==> src/rtl/cp0_exc_sequencer_pkg.sv <==
// CP0 definitions shared by the exception sequencer: register indices,
// Status/Cause field positions and the sequencer state encoding.
package cp0def;

    localparam int REG_BADVADDR = 8;
    localparam int REG_STATUS   = 12;
    localparam int REG_CAUSE    = 13;
    localparam int REG_EPC      = 14;

    localparam int STATUS_EXL_BIT = 1;
    localparam int CAUSE_BD_BIT   = 31;
    localparam int CAUSE_EXC_LO   = 2;
    localparam int CAUSE_EXC_HI   = 6;

    typedef enum logic [2:0] {
        ST_IDLE     = 3'd0,
        ST_W_EPC    = 3'd1,
        ST_W_CAUSE  = 3'd2,
        ST_W_BADV   = 3'd3,
        ST_W_STATUS = 3'd4,
        ST_E_STATUS = 3'd5,
        ST_REDIRECT = 3'd6
    } seq_state_t;

endpackage

==> src/rtl/cp0_exc_sequencer.sv <==
// CP0 write-port sequencer: shares the single CP0 write port between WB MTC0
// writes and hardware exception-entry / ERET register updates.
// Optional macro CP0_SEQ_BADVADDR_EN adds the BadVAddr write on exception entry.
// Handshake: none; exc_valid/eret_valid are single-cycle requests sampled only
// in IDLE, and stall_o holds the pipeline until the REDIRECT flush cycle.
module cp0_exc_sequencer
    import cp0def::*;
#(
    parameter int                DATA_W     = 32,
    parameter int                ADDR_W     = 5,
    parameter logic [DATA_W-1:0] EXC_VECTOR = 32'hBFC00380
) (
    input  logic              clk,
    input  logic              rst_n,
    input  logic              exc_valid,
    input  logic [4:0]        exc_code,
    input  logic [DATA_W-1:0] exc_pc,
    input  logic              exc_in_delay,
    input  logic              exc_has_badvaddr,
    input  logic [DATA_W-1:0] exc_badvaddr,
    input  logic              eret_valid,
    input  logic              wb_cp0_write_en,
    input  logic [ADDR_W-1:0] wb_cp0_write_addr,
    input  logic [DATA_W-1:0] wb_cp0_write_data,
    input  logic [DATA_W-1:0] cp0_status_i,
    input  logic [DATA_W-1:0] cp0_cause_i,
    input  logic [DATA_W-1:0] cp0_epc_i,
    output logic              cp0_write_en,
    output logic [ADDR_W-1:0] cp0_write_addr,
    output logic [DATA_W-1:0] cp0_write_data,
    output logic              stall_o,
    output logic              flush_o,
    output logic [DATA_W-1:0] redirect_pc_o,
    output logic              busy_o
);

    seq_state_t        r_state;
    seq_state_t        w_state_nxt;
    logic [DATA_W-1:0] r_epc;
    logic [DATA_W-1:0] r_cause;
    logic [DATA_W-1:0] r_status;
    logic [DATA_W-1:0] r_pc;
    logic              r_is_eret;
`ifdef CP0_SEQ_BADVADDR_EN
    logic [DATA_W-1:0] r_vaddr;
    logic              r_flag;
`else
    logic              w_unused_badv;
    assign w_unused_badv = ^{exc_has_badvaddr, exc_badvaddr};
`endif

    logic [DATA_W-1:0] w_status;
    logic [DATA_W-1:0] w_cause;
    logic [DATA_W-1:0] w_epc;
    logic [DATA_W-1:0] w_cause_cap;
    logic              w_nested;

    // Forward a same-cycle WB MTC0 into the values seen by the capture logic
    always_comb begin
        w_status = cp0_status_i;
        w_cause  = cp0_cause_i;
        w_epc    = cp0_epc_i;
        if (wb_cp0_write_en && wb_cp0_write_addr == ADDR_W'(REG_STATUS)) w_status = wb_cp0_write_data;
        if (wb_cp0_write_en && wb_cp0_write_addr == ADDR_W'(REG_CAUSE))  w_cause  = wb_cp0_write_data;
        if (wb_cp0_write_en && wb_cp0_write_addr == ADDR_W'(REG_EPC))    w_epc    = wb_cp0_write_data;
        w_nested    = w_status[STATUS_EXL_BIT];
        w_cause_cap = w_cause;
        // A nested exception keeps the BD bit that belongs to the unchanged EPC
        if (!w_nested) w_cause_cap[CAUSE_BD_BIT] = exc_in_delay;
        w_cause_cap[CAUSE_EXC_HI:CAUSE_EXC_LO] = exc_code;
    end

    // State register
    always_ff @(posedge clk or negedge rst_n) begin
        if (!rst_n) r_state <= ST_IDLE;
        else        r_state <= w_state_nxt;
    end

    // Capture exception / ERET context in IDLE; exception takes priority
    always_ff @(posedge clk or negedge rst_n) begin
        if (!rst_n) begin
            r_epc     <= '0;
            r_cause   <= '0;
            r_status  <= '0;
            r_pc      <= '0;
            r_is_eret <= 1'b0;
`ifdef CP0_SEQ_BADVADDR_EN
            r_vaddr   <= '0;
            r_flag    <= 1'b0;
`endif
        end else if (r_state == ST_IDLE) begin
            if (exc_valid) begin
                r_epc     <= exc_in_delay ? exc_pc - DATA_W'(4) : exc_pc;
                r_cause   <= w_cause_cap;
                r_status  <= w_status | DATA_W'(2);
                r_is_eret <= 1'b0;
`ifdef CP0_SEQ_BADVADDR_EN
                r_vaddr   <= exc_badvaddr;
                r_flag    <= exc_has_badvaddr;
`endif
            end else if (eret_valid) begin
                r_status  <= w_status & ~DATA_W'(2);
                r_pc      <= w_epc;
                r_is_eret <= 1'b1;
            end
        end
    end

    // Next state and write-port / pipeline-control outputs
    always_comb begin
        w_state_nxt    = r_state;
        cp0_write_en   = 1'b0;
        cp0_write_addr = '0;
        cp0_write_data = '0;
        stall_o        = 1'b1;
        flush_o        = 1'b0;
        redirect_pc_o  = '0;
        busy_o         = (r_state != ST_IDLE);
        case (r_state)
            ST_IDLE: begin
                cp0_write_en   = wb_cp0_write_en;
                cp0_write_addr = wb_cp0_write_addr;
                cp0_write_data = wb_cp0_write_data;
                stall_o        = exc_valid | eret_valid;
                if (exc_valid)       w_state_nxt = w_nested ? ST_W_CAUSE : ST_W_EPC;
                else if (eret_valid) w_state_nxt = ST_E_STATUS;
            end
            ST_W_EPC: begin
                cp0_write_en   = 1'b1;
                cp0_write_addr = ADDR_W'(REG_EPC);
                cp0_write_data = r_epc;
                w_state_nxt    = ST_W_CAUSE;
            end
            ST_W_CAUSE: begin
                cp0_write_en   = 1'b1;
                cp0_write_addr = ADDR_W'(REG_CAUSE);
                cp0_write_data = r_cause;
`ifdef CP0_SEQ_BADVADDR_EN
                w_state_nxt    = r_flag ? ST_W_BADV : ST_W_STATUS;
`else
                w_state_nxt    = ST_W_STATUS;
`endif
            end
`ifdef CP0_SEQ_BADVADDR_EN
            ST_W_BADV: begin
                cp0_write_en   = 1'b1;
                cp0_write_addr = ADDR_W'(REG_BADVADDR);
                cp0_write_data = r_vaddr;
                w_state_nxt    = ST_W_STATUS;
            end
`endif
            ST_W_STATUS, ST_E_STATUS: begin
                cp0_write_en   = 1'b1;
                cp0_write_addr = ADDR_W'(REG_STATUS);
                cp0_write_data = r_status;
                w_state_nxt    = ST_REDIRECT;
            end
            ST_REDIRECT: begin
                stall_o       = 1'b0;
                flush_o       = 1'b1;
                redirect_pc_o = r_is_eret ? r_pc : EXC_VECTOR;
                w_state_nxt   = ST_IDLE;
            end
            default: begin
                stall_o     = 1'b0;
                w_state_nxt = ST_IDLE;
            end
        endcase
        // Outputs read as zero for as long as reset is asserted
        if (!rst_n) begin
            cp0_write_en   = 1'b0;
            cp0_write_addr = '0;
            cp0_write_data = '0;
            stall_o        = 1'b0;
            flush_o        = 1'b0;
            redirect_pc_o  = '0;
            busy_o         = 1'b0;
        end
    end

endmodule

==> config.mk <==
export PLATFORM = sky130hd
export DESIGN_NAME = cp0_exc_sequencer
export DESIGN_NICKNAME = d
export VERILOG_FILES = /design/src/rtl/cp0_exc_sequencer_pkg.sv /design/src/rtl/cp0_exc_sequencer.sv
export SDC_FILE = /design/constraint.sdc
export NUM_CORES = 1
export LEC_CHECK = 0
export CAP_MARGIN = 20
export CELL_PAD_IN_SITES_DETAIL_PLACEMENT = 0
export CELL_PAD_IN_SITES_GLOBAL_PLACEMENT = 1
export CORE_MARGIN = 5
export CORE_UTILIZATION = 33
export DETAILED_ROUTE_END_ITERATION = 6
export GPL_ROUTABILITY_DRIVEN = 1
export GPL_TIMING_DRIVEN = 1
export PLACE_DENSITY = 0.86
export RECOVER_POWER = 50
export SLEW_MARGIN = 30
export SYNTH_ARGS = -nofsm -noshare
export SYNTH_HDL_FRONTEND = slang
export SYNTH_SLANG_ARGS = --single-unit
export TNS_END_PERCENT = 50
==> constraint.sdc <==
create_clock -name clk -period 3.2 [get_ports clk]
set_clock_uncertainty 0.2 [all_clocks]
set_input_delay 0.96 -clock clk [delete_from_list [all_inputs] [get_ports clk]]
set_output_delay 0.96 -clock clk [all_outputs]
set_load 0.02 [all_outputs]
Yosys cells after proc, flatten, opt, wreduce, memory -nomap -nowiden --
Cells that the tools add are included.
Storage, ports and cells: flip-flop bits (word level) 132
Operators by class: $add $sub $neg 1, bitwise operators 2, multiplexer cells 27, equal/unequal tests 9, reductions and logical operators 11
Operators with widths (number):
- two-way mux 32 bit | 10
- one-hot mux 32 bit (4 select lines) | 1
- subtractor 32 x 3 -> 32 bit, second input constant | 1
- one-hot mux 5 bit (4 select lines) | 1
- equality test 5 x 4 -> 1 bit, second input constant | 3
- one-hot mux 3 bit (4 select lines) | 1
- equality test 3 bit, second input constant | 3
- two-way mux 1 bit | 8
- two-way mux 3 bit | 2
- two-way mux 5 bit | 1
- one-hot mux 1 bit (2 select lines) | 2
- AND reduction 2 bit | 2
- OR reduction 4 bit | 1
- equality test 3 x 1 -> 1 bit, second input constant | 1
- equality test 3 x 2 -> 1 bit, second input constant | 1
- logical AND 1 bit | 3
- logical NOT 3 bit | 1
- != test 3 bit, second input constant | 1
- AND reduction 3 bit | 1
- nonzero test 3 bit | 1
- two-way mux 2 bit | 1
- nonzero test 2 bit | 1
- OR reduction 2 bit | 1
- NOT 1 bit | 1
- bitwise OR 1 bit | 1

Logic depth before layout (Yosys ltp) --
word-level depth 6, gate-level depth with buffers 8, mapped depth without buffers 7

Worst setup path before layout --
Ideal clock, no wire load.
path type register to output, start register r_state[1], end output cp0_write_data[22], slack 44 ps, data required time 2040 ps, buffers on the path 3, cell stages (with the launch flop) 7, arrival 1996 ps, cell sequence dfrtp_1 > clkbuf_1 > nor3_1 > clkbuf_1 > clkbuf_1 > a22oi_1 > a21oi_1
Between the ends: longest elaborated chain between the ends 4
Ends and longest elaborated chain:
- start: declaration | RTL line cp0_exc_sequencer.sv:37 | seq_state_t r_state;
- start signal: assignment | RTL line cp0_exc_sequencer.sv:76 | else r_state <= w_state_nxt;
- equality test 3 bit | RTL line cp0_exc_sequencer.sv:119 | case (r_state)
- OR reduction 2 bit
- one-hot mux 32 bit (4 select lines) (*) | RTL line cp0_exc_sequencer.sv:119
- two-way mux 32 bit (*) | RTL line cp0_exc_sequencer.sv:170 | if (!rst_n) begin
- end: declaration | RTL line cp0_exc_sequencer.sv:30 | output logic [DATA_W-1:0] cp0_write_data,
Mark *: on every way between the ends. The rest lies on a longest branch, timed or not.

Final worst setup path --
start input wb_cp0_write_data[14], end output cp0_write_data[14]
Between the ends: longest elaborated chain between the ends 2
Ends and longest elaborated chain:
- start: declaration | RTL line cp0_exc_sequencer.sv:24 | input logic [DATA_W-1:0] wb_cp0_write_data,
- one-hot mux 32 bit (4 select lines) | RTL line cp0_exc_sequencer.sv:119
- two-way mux 32 bit | RTL line cp0_exc_sequencer.sv:170
Every way passes these cells.

==> metrics <==
drt first-iter violations=430; share of cells above drive strength 1=just under 20%; Die X=between 150 and 200 µm; post-route setup slack=between 0.004 and 0.005 ns; yosys warns=0; commonest cells after routing, fill and taps aside=clkdlybuf4s50_1, nand2_1, dfrtp_1; Syn Inst Count=between 800 and 900; Clk pwr share=around a quarter; FF-to-FF path depth=7; vias in the first global route=just over 7k; die extent in y=~160 µm; clock-pin slew on the worst setup and hold paths=~0.050 ns; RSZ-0062 raised after global routing=yes; post-synth cell types=between 40 and 50; Starting Density=between 30% and 40%; Mapped Area=0.00734 mm²; HPWL Detailed=between 20 and 25 mm; Req. time, crit path=around 2.0 ns; wire per inst=slightly below 20 µm; sw frac=37.4%; first-pass GRT wire length=~43 mm; leakage=roughly 5.1 nW; syn nets=between 1k and 1.5k; dpl ws=-0.468 ns; Max stage delay on crit path=0.62 ns; Worst Setup Start Kind=primary input; grt total ovfl=0; outcome=finished clean; fmax=approximately 310 MHz; final worst path period need=between 3 and 4 ns; H-tree Lvls=4; core box area=0.0219 mm²; I/O Pins=282; # diodes=0; Clock Latency Late Sink=roughly 0.42 ns; CTS Buffer Depth=2; via count=between 7k and 8k; endpoint class of the critical path=output port; pins over their slew limit=0; worst relative slew slack=between 20% and 30%; Internal=5.44 mW; Final Hold Vio Count=0; drc violations=0; CP Data Arrival Time=2.04 ns; Root Driver=clkbuf_16; CP max-delay cell=clkdlybuf4s50_1; syn avg cell area=between 9 and 10 µm²; All-Layer GR Usage=between 20% and 30%; commonest non-fill, non-tap cell in the layout=clkdlybuf4s50_1; sequential power share=about a third; post-synthesis sequential area ratio=45.0%; Worst Path Max Fanout=2; combinational power share=between 40% and 50%; Final period util=99.8%; WHS=~0.27 ns; DIE AREA=0.0253 mm²; worst path cell trace=clkdlybuf4s50_1 -> a22oi_2 -> a21oi_1 -> buf_4; max-cap violations=0; WS Path Type=primary input to output port; drt first pass iters=5; Min-Delay Path Depth=2; Sink Count=132; pin count of the biggest net entering global routing=65; routability cong.=between 0.8 and 0.9; Layout area overhead=56.1%; final setup vio count=0; PwrDens=approximately 760 mW/mm²; Seq cells post-synth=132; Min-Delay Path Class=flop to flop; P_sw=3.26 mW; final wirelength=between 20 and 30 mm; via density per instance=5.08; Core Rows=54; slew of the pin with the lowest slew margin=~1.2 ns; CTS buffer count=17; I/O Buffers=approximately 240; Net count, final=around 1.3k; CTS tree=yes; Peak VDD IR=between 400 and 500 µV; post-route ant nets=0; initial antenna violation count=2
logic make-up (layout without fill, tap and decap cells):
kind of cell	Yosys count	count (layout)	synth area share [%]
fa+ha+maj	1	1	0.171
flops	132	132	45.0
xor+xnor	29	29	3.46
compound gates	240	240	19.1
buf+inv	70	394	4.09
mux	92	92	12.6
simple gates	238	238	15.6
cell type report:
| type | instances | area (µm²) |
|---|---|---|
| clock buffers | 20 | 467 |
| repair buffers | 356 | 3290 |
| fillers | 2016 | 10400 |
| flip-flops and latches | 132 | 3310 |
| clock inverters | 11 | 199 |
| well taps | 280 | 350 |
| multi-input cells | 600 | 3810 |
| inverters | 7 | 26.3 |
synthesized netlist by cell type, drive strengths merged:
cell           number  share of area (%)
and2               22                1.9
xor2               16                1.9
dfrtp             132                 45
or4                 5               0.55
a31oi               1              0.085
clkbuf             53                3.0
a21boi              1               0.10
nor3               13               0.89
mux2                2               0.31
nor4b               1               0.20
buf                 9               0.60
nand4bb             1               0.15
xnor2              13                1.6
or3                 8               0.73
nand2             152                7.8
nand4               2               0.17
or2                 3               0.26
o21ai             123                8.4
o21a               12                1.2
nor4                3               0.67
nor2               12               0.61
or4b                1               0.19
clkdlybuf4s50       1               0.15
nor2b               2               0.17
nand4b              5               0.60
nand3               2               0.14
nand2b              1              0.085
a22oi              64                6.5
mux2i              90                 12
inv                 7               0.36
nor3b               3               0.31
and3                1              0.085
a21oi              39                2.7
ha                  1               0.17
nand3b              1               0.15
metal layers:
layer / track usage (%) / routed length (µm)
met5: 0 / 27
met3: 6.47 / 1950
met1: 29.6 / 12500
met4: 6.75 / 722
met2: 32.3 / 12300
final timing paths:
kind / endpoint / from / slack (ns)
worst max register to register: r_cause[10] / r_state[2] / 0.68
worst max-delay path: cp0_write_data[14] / wb_cp0_write_data[14] / 0.005
min in group asynchronous: r_pc[16] / rst_n / 0.67
max in group asynchronous: r_cause[5] / rst_n / 0.46
worst min register to register: r_pc[20] / r_pc[20] / 0.27
worst min-delay path: r_pc[20] / r_pc[20] / 0.27
registers in the layout (all words and copies together) (netlist names):
name	cells
r_state	3
r_pc	32
r_cause	32
r_is_eret	1
r_epc	32
r_status	32
worst max-delay path, delay by kind of cell:
family	cells	cell delay, ns
compound gates	2	0.28
buf+inv	2	0.80
power by group through the flow:
stage | combinational (mW) | sequential [mW] | clock [mW]
after floorplan | 1.98 | 2.77 | 0
after global placement | 3.51 | 2.93 | 0
after detailed placement | 3.58 | 2.95 | 0
after CTS | 3.54 | 2.94 | 2.22
after global routing | 3.92 | 3.04 | 2.32
final | 3.54 | 2.95 | 2.21
metrics by stage:
stage | util [%] | area, µm² | instances | setup TNS (ns) | power (mW)
4_1_cts | 52.5 | 11500 | 1402 | -0.0621 | 8.70
5_1_grt | 52.3 | 11400 | 1406 | -0.263 | 9.28
3_5_place_dp | 49.6 | 10900 | 1368 | -18.75 | 6.53
3_3_place_gp | 49.6 | 10900 | 1368 | -18.36 | 6.44
6_report | 52.3 | 11400 | 1406 | 0 | 8.70
2_1_floorplan | - | 7340 | 802 | 0 | 4.75
what timing repair did:
action	in CTS	in global routing
buffers inserted	2	4
hold buffers	0	0
setup endpoints to repair	66	58
pin swaps	0	6
gates resized for setup	143	68
hold endpoints to repair	0	0
gates cloned	1	0
(Power assumes the default switching activity.)
